==> config.mk <==
export PLATFORM = sky130hd
export DESIGN_NAME = fetch_ctrl
export DESIGN_NICKNAME = d
export VERILOG_FILES = /design/src/rtl/fetch_pkg.sv /design/src/rtl/fetch_ctrl_pc_next.sv /design/src/rtl/fetch_ctrl.sv
export SDC_FILE = /design/constraint.sdc
export NUM_CORES = 1
export LEC_CHECK = 0
export ABC_AREA = 1
export CORE_ASPECT_RATIO = 1.75
export CORE_MARGIN = 2
export CORE_UTILIZATION = 35
export DETAILED_ROUTE_END_ITERATION = 16
export HOLD_SLACK_MARGIN = 0.15
export PLACE_DENSITY_LB_ADDON = 0.05
export SLEW_MARGIN = 40
export SYNTH_ARGS = -nofsm -noshare
export SYNTH_HDL_FRONTEND = slang
export SYNTH_SLANG_ARGS = --single-unit
==> constraint.sdc <==
create_clock -name clk -period 2.6 [get_ports clk]
set_clock_uncertainty 0.2 [all_clocks]
set_input_delay 0.65 -clock clk [delete_from_list [all_inputs] [get_ports clk]]
set_output_delay 0.65 -clock clk [all_outputs]
set_load 0.02 [all_outputs]
==> src/rtl/fetch_pkg.sv <==
// Shared types and constants for the fetch stage: FSM state encoding and PC defaults.
package fetch_pkg;

  typedef enum logic [1:0] {
    IDLE,
    RUN,
    HALTED
  } state_t;

  localparam int unsigned PC_W     = 10;
  localparam int unsigned RESET_PC = 0;

endpackage

==> src/rtl/fetch_ctrl_pc_next.sv <==
// Combinational next-PC selection: stall/halt hold, absolute beats relative, else increment.
module pc_next
  import fetch_pkg::*;
#(
  parameter int unsigned D = PC_W
) (
  input  logic [D-1:0] prog_ctr,
  input  logic [D-1:0] target,
  input  logic         stall,
  input  logic         halt,
  input  logic         abs_jump,
  input  logic         rel_jump,
  output logic [D-1:0] pc_nxt,
  output logic         jump_conflict
);

  always_comb begin
    pc_nxt        = prog_ctr + D'(1);
    jump_conflict = 1'b0;
    if (stall || halt) begin
      pc_nxt = prog_ctr;
    end else if (abs_jump) begin
      pc_nxt        = target;
      jump_conflict = rel_jump;
    end else if (rel_jump) begin
      // D-bit add: carry drops out, so target acts as a two's-complement offset
      pc_nxt = prog_ctr + target;
    end
  end

endmodule

==> src/rtl/fetch_ctrl.sv <==
// Fetch sequencer: architectural PC register, IDLE/RUN/HALTED handshake FSM and run-cycle counter.
module fetch_ctrl
  import fetch_pkg::*;
#(
  parameter int unsigned D  = PC_W,
  parameter int unsigned CW = 16
) (
  input  logic          clk,
  input  logic          reset,
  input  logic          start,
  input  logic          stall,
  input  logic          halt,
  input  logic          abs_jump,
  input  logic          rel_jump,
  input  logic [D-1:0]  target,
  output logic [D-1:0]  prog_ctr,
  output logic          fetch_valid,
  output logic          done,
  output logic          jump_err,
  output logic [CW-1:0] cycle_count
);

  state_t        state_q, state_d;
  logic [D-1:0]  pc_d, pc_nxt;
  logic [CW-1:0] cc_d;
  logic          err_d, jump_conflict;

  pc_next #(.D(D)) u_pc_next (
    .prog_ctr      (prog_ctr),
    .target        (target),
    .stall         (stall),
    .halt          (halt),
    .abs_jump      (abs_jump),
    .rel_jump      (rel_jump),
    .pc_nxt        (pc_nxt),
    .jump_conflict (jump_conflict)
  );

  always_comb begin
    state_d = state_q;
    pc_d    = prog_ctr;
    cc_d    = cycle_count;
    err_d   = jump_err;
    unique case (state_q)
      IDLE, HALTED: begin
        if (start) begin
          state_d = RUN;
          pc_d    = D'(RESET_PC);
          cc_d    = '0;
          err_d   = 1'b0;
        end
      end
      RUN: begin
        pc_d = pc_nxt;
        if (!stall && halt) state_d = HALTED;
        if (cycle_count != '1) cc_d = cycle_count + CW'(1);
        if (jump_conflict) err_d = 1'b1;
      end
      default: state_d = IDLE;
    endcase
  end

  always_ff @(posedge clk) begin
    if (reset) begin
      state_q     <= IDLE;
      prog_ctr    <= D'(RESET_PC);
      cycle_count <= '0;
      jump_err    <= 1'b0;
    end else begin
      state_q     <= state_d;
      prog_ctr    <= pc_d;
      cycle_count <= cc_d;
      jump_err    <= err_d;
    end
  end

  // Status outputs are decoded from the state register, so they carry no input-to-output path.
  assign fetch_valid = (state_q == RUN);
  assign done        = (state_q == HALTED);

endmodule

# After elaboration in Yosys (flattened, before gate mapping)

Index checks and enable logic that the tools add are counted.

Bits of input ports: 17
Flip-flop bits (word level): 29
Output and inout port bits: 29

Equal/unequal tests: 8
Add/subtract/negate cells: 3
Reductions and logical operators: 10
Multiplexer cells: 16

Operator list:

| cell                  | count |
|---|---|
| $mux 10               | 4 |
| $mux 16               | 2 |
| $pmux 16 s2           | 1 |
| $pmux 10 s2           | 1 |
| $add 16x1->16 const B | 1 |
| $ne 16x16->1 const B  | 1 |
| $add 10x1->10 const B | 1 |
| $add 10x10->10        | 1 |
| $reduce_and 3->1      | 3 |
| $ne 2x1->1 const B    | 3 |
| $mux 1                | 4 |
| $mux 2                | 2 |
| $ne 2x2->1 const B    | 2 |
| $pmux 2 s2            | 1 |
| $eq 2x1->1 const B    | 1 |
| $eq 2x2->1 const B    | 1 |
| $logic_not 2->1       | 1 |
| $pmux 1 s2            | 1 |
| $reduce_and 2->1      | 1 |
| $reduce_bool 2->1     | 1 |
| $reduce_or 2->1       | 1 |
| $logic_and 1x1->1     | 1 |
| $logic_not 1->1       | 1 |
| $logic_or 1x1->1      | 1 |

# Depth between registers and ports, before layout

Gate-level depths: netlist (run 1).

Depth after elaboration: 5
Depth in mapped cells: 14
Depth with buffers taken out: 13

# Modules after synthesis

A second synthesis (run 1) with hierarchy kept.

Cells, all modules: 371
Area total of the unflattened synthesis: 2368.5 µm²

By module, submodules not included:

| module     | seq. area each (µm²) | area an instance (µm²) | times used | cells an instance |
|---|---|---|---|---|
| fetch_ctrl | 580.6                | 1604.0                 | 1          | 217 |
| pc_next    | 0.0                  | 764.5                  | 1          | 154 |

# Worst setup path after synthesis (run 1)

No wires, ideal clock.

Path kind: input-to-reg
Start: input port rel_jump
End: register prog_ctr[6]
Arrival time: 2.125 ns
Path buffers: 1
Setup slack: 0.139 ns
Stages: 11
Library setup time: 0.137 ns
Path through: clkbuf_1 nand2_1 ha_1 fa_1 nand2_1 nand3_1 nand3b_1 a21o_1 nand3_1 nand2_1 a21oi_1

Longest elaborated chain between the ends: 4

RTL lines:

| element              | RTL line                 | source |
|---|---|---|
| from (decl)          | fetch_ctrl.sv:14         | `input logic rel_jump,` |
| $mux 10              | fetch_ctrl_pc_next.sv:25 | `end else if (rel_jump) begin` |
| $mux 10              | fetch_ctrl_pc_next.sv:22 | `end else if (abs_jump) begin` |
| $mux 10              | fetch_ctrl_pc_next.sv:20 | `if (stall \|\| halt) begin` |
| $pmux 10 s2          | fetch_ctrl.sv:44         | `unique case (state_q)` |
| to (signal assigned) | fetch_ctrl.sv:66         | `prog_ctr <= D'(RESET_PC);` |
| to (signal assigned) | fetch_ctrl.sv:71         | `prog_ctr <= pc_d;` |
| to (decl)            | fetch_ctrl.sv:16         | `output logic [D-1:0] prog_ctr,` |

Every way passes these cells. The select of a mux whose other input is x is not followed.
A chain may end at the register's enable or synchronous reset.

# Final worst setup path (run 1)

Start: input port target[0]
End: register prog_ctr[6]

Longest elaborated chain between the ends: 5

RTL lines:

| element        | RTL line                 | source |
|---|---|---|
| from (decl)    | fetch_ctrl.sv:15         | `input logic [D-1:0] target,` |
| $add 10x10->10 | fetch_ctrl_pc_next.sv:27 | `pc_nxt = prog_ctr + target;` |
| $mux 10        | fetch_ctrl_pc_next.sv:25 |  |
| $mux 10        | fetch_ctrl_pc_next.sv:22 |  |
| $mux 10        | fetch_ctrl_pc_next.sv:20 |  |
| $pmux 10 s2    | fetch_ctrl.sv:44         |  |

Every way passes these cells. The select of a mux whose other input is x is not followed.

==> summary.md, run 1 <==
| Metric | Value |
|---|---|
| Reg-to-Reg End | cycle_count[15]$_SDFFE_PP0P_ |
| FF-to-FF path depth | 11 |
| Relative slew slack | between 60% and 70% |
| Synthesis-stage register bit count | 29 |
| Distinct cell type count after synthesis | 29 |
| Leading area contributor after synthesis | dfxtp_1 |
| Pleak | 1.29 nW |
| Layout cells sized above 1 | 13.9% |
| Total CTS buffers | 5 |
| I/O pin cnt | 46 |
| HP Class | flop to flop |
| Largest net degree at the start of global routing | 19 |
| Non-Filler Instances | around 480 |
| Drc violations | 0 |
| PnR worst setup slack | 0.199 ns |
| Post-layout power | 0.00108 W |
| Initial antenna violation count | 0 |
| Final setup viols | 0 |
| GRT Util Overall | 19.4% |
| GR Overflow Total | 0 |
| Row count | 37 |
| Reg2reg setup slack | 0.51 ns |
| Detail Route Antenna Nets | 0 |
| Placed cells | 474 |
| Max cap viols | 0 |
| Synth top area cells | dfxtp_1 27%, nand2_1 16%, nor2_1 8.3% |
| Resized Gates After CTS | 0 |
| Worst-Skew Late Latency | 0.28 ns |
| Worst r2r src | cycle_count[1]$_SDFFE_PP0P_ |
| RD Place Congestion | ~0.83 |
| Post-synthesis net count | 363 |
| Area growth, synth to finish | 37.1% |
| Final WL | 6070 um |
| Hold EP | prog_ctr[9]$_SDFFE_PP0P_ |
| DR pass1 iterations | 4 |
| Status | complete, no violations |
| Yosys top cell area share | 27.4% |
| Fin. Hold Viols | 0 |
| Die area | 0.00672 mm2 |
| VDD IR-drop max | 0.000306 V |
| Via count | approximately 2.3k |
| WP data required | 2.57 ns |
| Hold_buf cts | 0 |
| CTS tree | done |
| I/O Buffers | 45 |
| Vias in the first global route | 2269 |
| CP Max Fanout | 3 |
| CP Launch Type | primary input |
| Mapped Area | 0.00212 mm2 |
| Worst EP arrival | 2.37 ns |
| Post-synthesis sequential area ratio | 27.4% |
| First-pass GRT wire length | 10300 um |
| Clock Sink Count | 29 |
| Crit end category | flop |
| Pwr/cell area | around 370 mW/mm2 |
| Dpl hpwl | 4820 um |
| Final Cycle Share | 92.3% |
| Synth Flop Type | dfxtp_1 |
| Async S/R FF share, synth | 0% |
| Avg Cell Area, Syn | 6.32 um2 |
| Post-synth EDFFs | 0 |
| Clock Tree Root | clkbuf_8 |
| DR iter-0 viols | 35 |
| Nets | 431 |
| DR WL/cell | ~13 um |
| Synth Instances | between 300 and 400 |
| Max-slew violations | 0 |
| Starting Density | 36.0% |
| RSZ-0062 raised after global routing | no |
| Hold Crit Depth | 2 |
| Fmax | 0.417 GHz |
| Core area | ~0.0059 mm2 |
| H-Tree Depth | 2 |
| Setup CP Type | primary input to flop |
| Setup Fix Bufs, Post-CTS | 0 |
| Die height | 107 um |
| Max Root-Sink Buffers | 2 |
| Minimum clock period | 2.40 ns |
| Dpl ws | -0.263 ns |
| Ant. Diodes | 0 |
| Die W | between 60 and 70 um |
| Post-DR vias/cell | 4.68 |
| Tightest Pin Transition | 0.536 ns |
| Clock Pin Slew Worst Setup and Hold Paths | 0.07 ns |
| Min-delay src | prog_ctr[9]$_SDFFE_PP0P_ |
| Yosys warnings | 0 |
[per-stage QoR]
stage	util, %	setup TNS [ns]	cell area, um2	hold slack [ns]
after detailed placement	47.5	-1.49	2800	0.280
final	49.4	0	2900	0.288
after CTS	49.3	0	2900	0.292
after global placement	47.5	-1.23	2800	0.277
after floorplan	-	0	2120	0.357
after global routing	49.4	0	2900	0.314
[worst max path at each step]
stage	from	to	cells past startpoint
detailed placement	rel_jump	prog_ctr[9]$_SDFFE_PP0P_	14
global route	target[0]	prog_ctr[6]$_SDFFE_PP0P_	12
global placement	rel_jump	prog_ctr[9]$_SDFFE_PP0P_	14
finish	target[0]	prog_ctr[6]$_SDFFE_PP0P_	12
CTS	rel_jump	prog_ctr[9]$_SDFFE_PP0P_	14
floorplan	rel_jump	prog_ctr[6]$_SDFFE_PP0P_	11
[registers in the layout (all words and copies together) (netlist names)]
name	flops
cycle_count	16
state_q	2
prog_ctr	10
jump_err	1
[cell usage in the layout, fill, tap and decap left out, drive strengths merged]
cell type	instances
xor2	4
nor3	3
ha	10
inv	42
o211ai	4
nor4	1
nand3	34
dlymetal6s2s	1
dfxtp	29
clkbuf	7
clkinv	1
o21ai	6
buf	23
nand4	6
fa	1
xnor2	2
nor2	50
or2	6
a31oi	2
nand2	95
clkdlybuf4s50	44
a21o	2
a21oi	29
o21a	1
nand3b	1
[synthesized netlist by cell type, types with 3 or more instances]
master and instances:
or2_2 6, xor2_1 4, inv_1 41, a21oi_2 8, o21ai_0 6, clkbuf_1 5, nand3_1 34, ha_1 10
nand2_1 90, nand2_2 3, o211ai_1 4, nand4_1 6, a21oi_1 21, dfxtp_1 29, nor3_1 3, nor2_1 47
[report_power, final]
part / switching (W) / total [W] / internal [W]
clock network: 0.000184 / 0.000423 / 0.000239
registers: 0.00000502 / 0.000455 / 0.000450
logic: 0.000116 / 0.000202 / 0.0000854
[logic make-up after synthesis]
group / count (synthesis) / share of synthesized area, %
buffers and inverters: 49 / 9.51
and+or+nand+nor: 196 / 41.0
DFF: 29 / 27.4
xor gates and xnor gates: 6 / 2.48
adders and majority gates: 11 / 6.85
AOI/OAI and AO/OA: 44 / 12.8
[critical path: stages]
cell and delay [ns]:
clkdlybuf4s50_1 0.40, inv_1 0.07, nand2_1 0.05, ha_1 0.20, fa_1 0.38, nand2_1 0.11
nand3_2 0.10, nand3b_1 0.12, a21o_1 0.11, nand3_1 0.05, nand2_1 0.06, a21oi_1 0.05
[layer usage]
| metal | track usage [%] | share of wire [%] | vias to the layer above |
|---|---|---|---|
| met1 | 19.0 | 38 | 989 |
| met5 | 0 | 0 | - |
| li1 | - | - | 1216 |
| met4 | 8.41 | 3.0 | 0 |
| met2 | 39.2 | 57 | 36 |
| met3 | 2.83 | 2.1 | 14 |
[layout make-up]
cell class / count / area, um2
multi-input cells: 257 / 1340
fillers: 672 / 2980
inverters: 42 / 158
clock buffers: 7 / 96.3
repair buffers: 68 / 626
flip-flops and latches: 29 / 581
clock inverters: 1 / 5.00
well taps: 78 / 97.6
No activity file was read; power rests on OpenSTA's default activity.
==> run 2: changes to the inputs <==
--- a/config.mk
+++ b/config.mk
@@ -11,2 +11,3 @@
 export CORE_UTILIZATION = 35
+export CTS_CLUSTER_SIZE = 14
 export DETAILED_ROUTE_END_ITERATION = 16
==> constraint.sdc (replaced) <==
create_clock -name clk -period 2.6 [get_ports clk]
set_clock_uncertainty 0.2 [all_clocks]
set_input_delay 0.52 -clock clk [delete_from_list [all_inputs] [get_ports clk]]
set_output_delay 0.52 -clock clk [all_outputs]
set_load 0.02 [all_outputs]
==> summary.md, run 2 (same netlist as run 1, synthesis figures left out) <==
| Metric | Value |
|---|---|
| Fmax | 0.426 GHz (+2.3%) |
| DR iter-0 viols | 91 (+160%) |
| Vias in the first global route | 2282 (+0.57%) |
| Final Cycle Share | 90.3% (-2.1 points) |
| Clock Pin Slew Worst Setup and Hold Paths | 0.07 ns (about the same) |
| Die W | 62.8 um (unchanged) |
| I/O pin cnt | 46 (unchanged) |
| Final setup viols | 0 (unchanged) |
| Relative slew slack | 60.5% (-3.5 points) |
| Slowest-stage cell, CP | clkdlybuf4s50_1 |
| Worst EP arrival | 2.31 ns (-0.06 ns) |
| Tightest Pin Transition | 0.588 ns (+0.0524 ns) |
| CTS tree | done |
| Final WL | 6110 um (+0.53%) |
| Core area | 0.00588 mm2 (unchanged) |
| H-Tree Depth | 2 (unchanged) |
| Critical path, cell by cell | clkdlybuf4s50_1 -> inv_1 -> nand2_1 -> ha_1 -> fa_1 -> nand2_1 -> nand3_1 -> nand3b_1 -> a21o_1 -> nand3_1 -> nand2_1 -> a21oi_1 |
| HP Class | flop to flop |
| RD Place Congestion | 0.817 (-1.3%) |
| GR Overflow Total | 0 (unchanged) |
| Nets | 428 (-0.70%) |
| VDD IR-drop max | 0.000310 V (+1.2%) |
| Pleak | 1.26 nW (-2.5%) |
| Dpl ws | -0.150 ns (+0.113 ns) |
| Status | complete, no violations |
| Non-Filler Instances | 478 (-0.83%) |
| Area growth, synth to finish | 35.1% |
| Crit end category | flop |
| Fin. Hold Viols | 0 (unchanged) |
| Largest registers | cycle_count x16, prog_ctr x10, state_q x2 |
| Row count | 37 (unchanged) |
| DR WL/cell | 12.8 um (+1.4%) |
| PnR worst setup slack | 0.253 ns (+0.0540 ns) |
| Number of flip-flops in the largest register | 16 (unchanged) |
| Highest-count cells in the layout ignoring fill and taps | 90 x nand2_1, 47 x nor2_1, 44 x clkdlybuf4s50_1, 41 x inv_1, 34 x nand3_1 |
| CP delay by family, top | adder cells |
| WP data required | 2.56 ns (about the same) |
| First-pass GRT wire length | 10500 um (+2.6%) |
| RSZ-0062 raised after global routing | no |
| Starting Density | 36.0% (unchanged) |
| Clock Tree Root | clkbuf_8 |
| Max-slew violations | 0 (unchanged) |
| Die height | 107 um (unchanged) |
| Clock Sink Count | 29 (unchanged) |
| Largest net degree at the start of global routing | 20 (+1) |
| Placed cells | 471 (-0.63%) |
| GRT Util Overall | 19.8% (+0.34 points) |
| Layout Utilization | 48.7% (-0.72 points) |
| Ant. Diodes | 0 (unchanged) |
| Minimum clock period | 2.35 ns (-0.0540 ns) |
| Via count | 2289 (+1.5%) |
| Fill count | 665 (-1.0%) |
| Multi-input logic area | 0.00134 mm2 (-0.37%) |
| Commonest non-fill, non-tap cell in the layout | nand2_1 |
| Total CTS buffers | 5 (unchanged) |
| Worst-Skew Late Latency | 0.28 ns (about the same) |
| Die area | 0.00672 mm2 (unchanged) |
| Worst hold margin | 0.283 ns (-0.00576 ns) |
| Setup CP Type | primary input to flop |
| Hold_buf cts | 0 (unchanged) |
| Pwr/cell area | 365 mW/mm2 (-1.9%) |
| I/O Buffers | 45 (unchanged) |
| Max incr delay on CP | 0.40 ns (about the same) |
| Layout cells sized above 1 | 12.5% (-1.4 points) |
| Initial antenna violation count | 0 (unchanged) |
| CP Buf/Inv Count | 2 (unchanged) |
| Crit-path most repeated cell | nand2_1 |
| CP Launch Type | primary input |
| Drc violations | 0 (unchanged) |
| Post-DR vias/cell | 4.79 (+2.4%) |
| Dpl hpwl | 4820 um (about the same) |
| FF/Latch Area | 581 um2 (unchanged) |
| CP Max Fanout | 3 (unchanged) |
| Post-layout power | 0.00104 W (-3.4%) |
| Max cap viols | 0 (unchanged) |
| DR pass1 iterations | 4 (unchanged) |
| Largest register by flop count | cycle_count |
| Detail Route Antenna Nets | 0 (unchanged) |
| Max Root-Sink Buffers | 2 (unchanged) |
[run 2: stage by stage]
step,cell area [um2],setup TNS (ns)
4_1_cts,2860,0
2_1_floorplan,2120,0
5_1_grt,2860,0
3_5_place_dp,2770,-0.693
3_3_place_gp,2770,-0.399
6_report,2860,0
[run 2: worst reg2reg max path, delay by kind of cell (launching register included)]
kind                     cells  cell delay, ns
AND/OR/NAND/NOR              9            1.11
flip-flops                   1            0.42
adder cells (fa/ha/maj)      1            0.23
buffers and inverters        1            0.12
[run 2: area by class of cell]
| class | instances | area share, % |
|---|---|---|
| flip-flops and latches | 29 | 20.3 |
| well taps | 78 | 3.41 |
| inverters | 42 | 5.51 |
| multi-input cells | 257 | 46.7 |
| clock buffers | 7 | 3.02 |
| repair buffers | 65 | 21.1 |
[run 2: path summary, 6_finish.rpt]
check | startpoint | to | slack, ns | cells after the start
worst max-delay path | target[0] | prog_ctr[6]$_SDFFE_PP0P_ | 0.25 | 12
worst min-delay path | prog_ctr[9]$_SDFFE_PP0P_ | prog_ctr[9]$_SDFFE_PP0P_ | 0.28 | 2
worst min register to register | prog_ctr[9]$_SDFFE_PP0P_ | prog_ctr[9]$_SDFFE_PP0P_ | 0.28 | 2
worst max register to register | cycle_count[0]$_SDFFE_PP0P_ | cycle_count[15]$_SDFFE_PP0P_ | 0.47 | 11
[run 2: repair_timing]
action | 4_1_cts | 5_1_grt
buffers inserted | 0 | 0
endpoints found under the setup margin | 0 | 2
resized for setup | 0 | 1
[run 2: routing by layer]
metal  track usage [%]  part of all wire (%)
met4              7.94                   1.8
met3              2.41                   2.8
met2              39.6                    56
met5                 0                     0
met1              20.2                    39
[run 2: report_power, final]
part / leakage, nW / internal [W] / switching, W
Combinational: 0.979 / 0.0000846 / 0.000116
Clock: 0.0443 / 0.000210 / 0.000177
Sequential: 0.234 / 0.000451 / 0.00000577
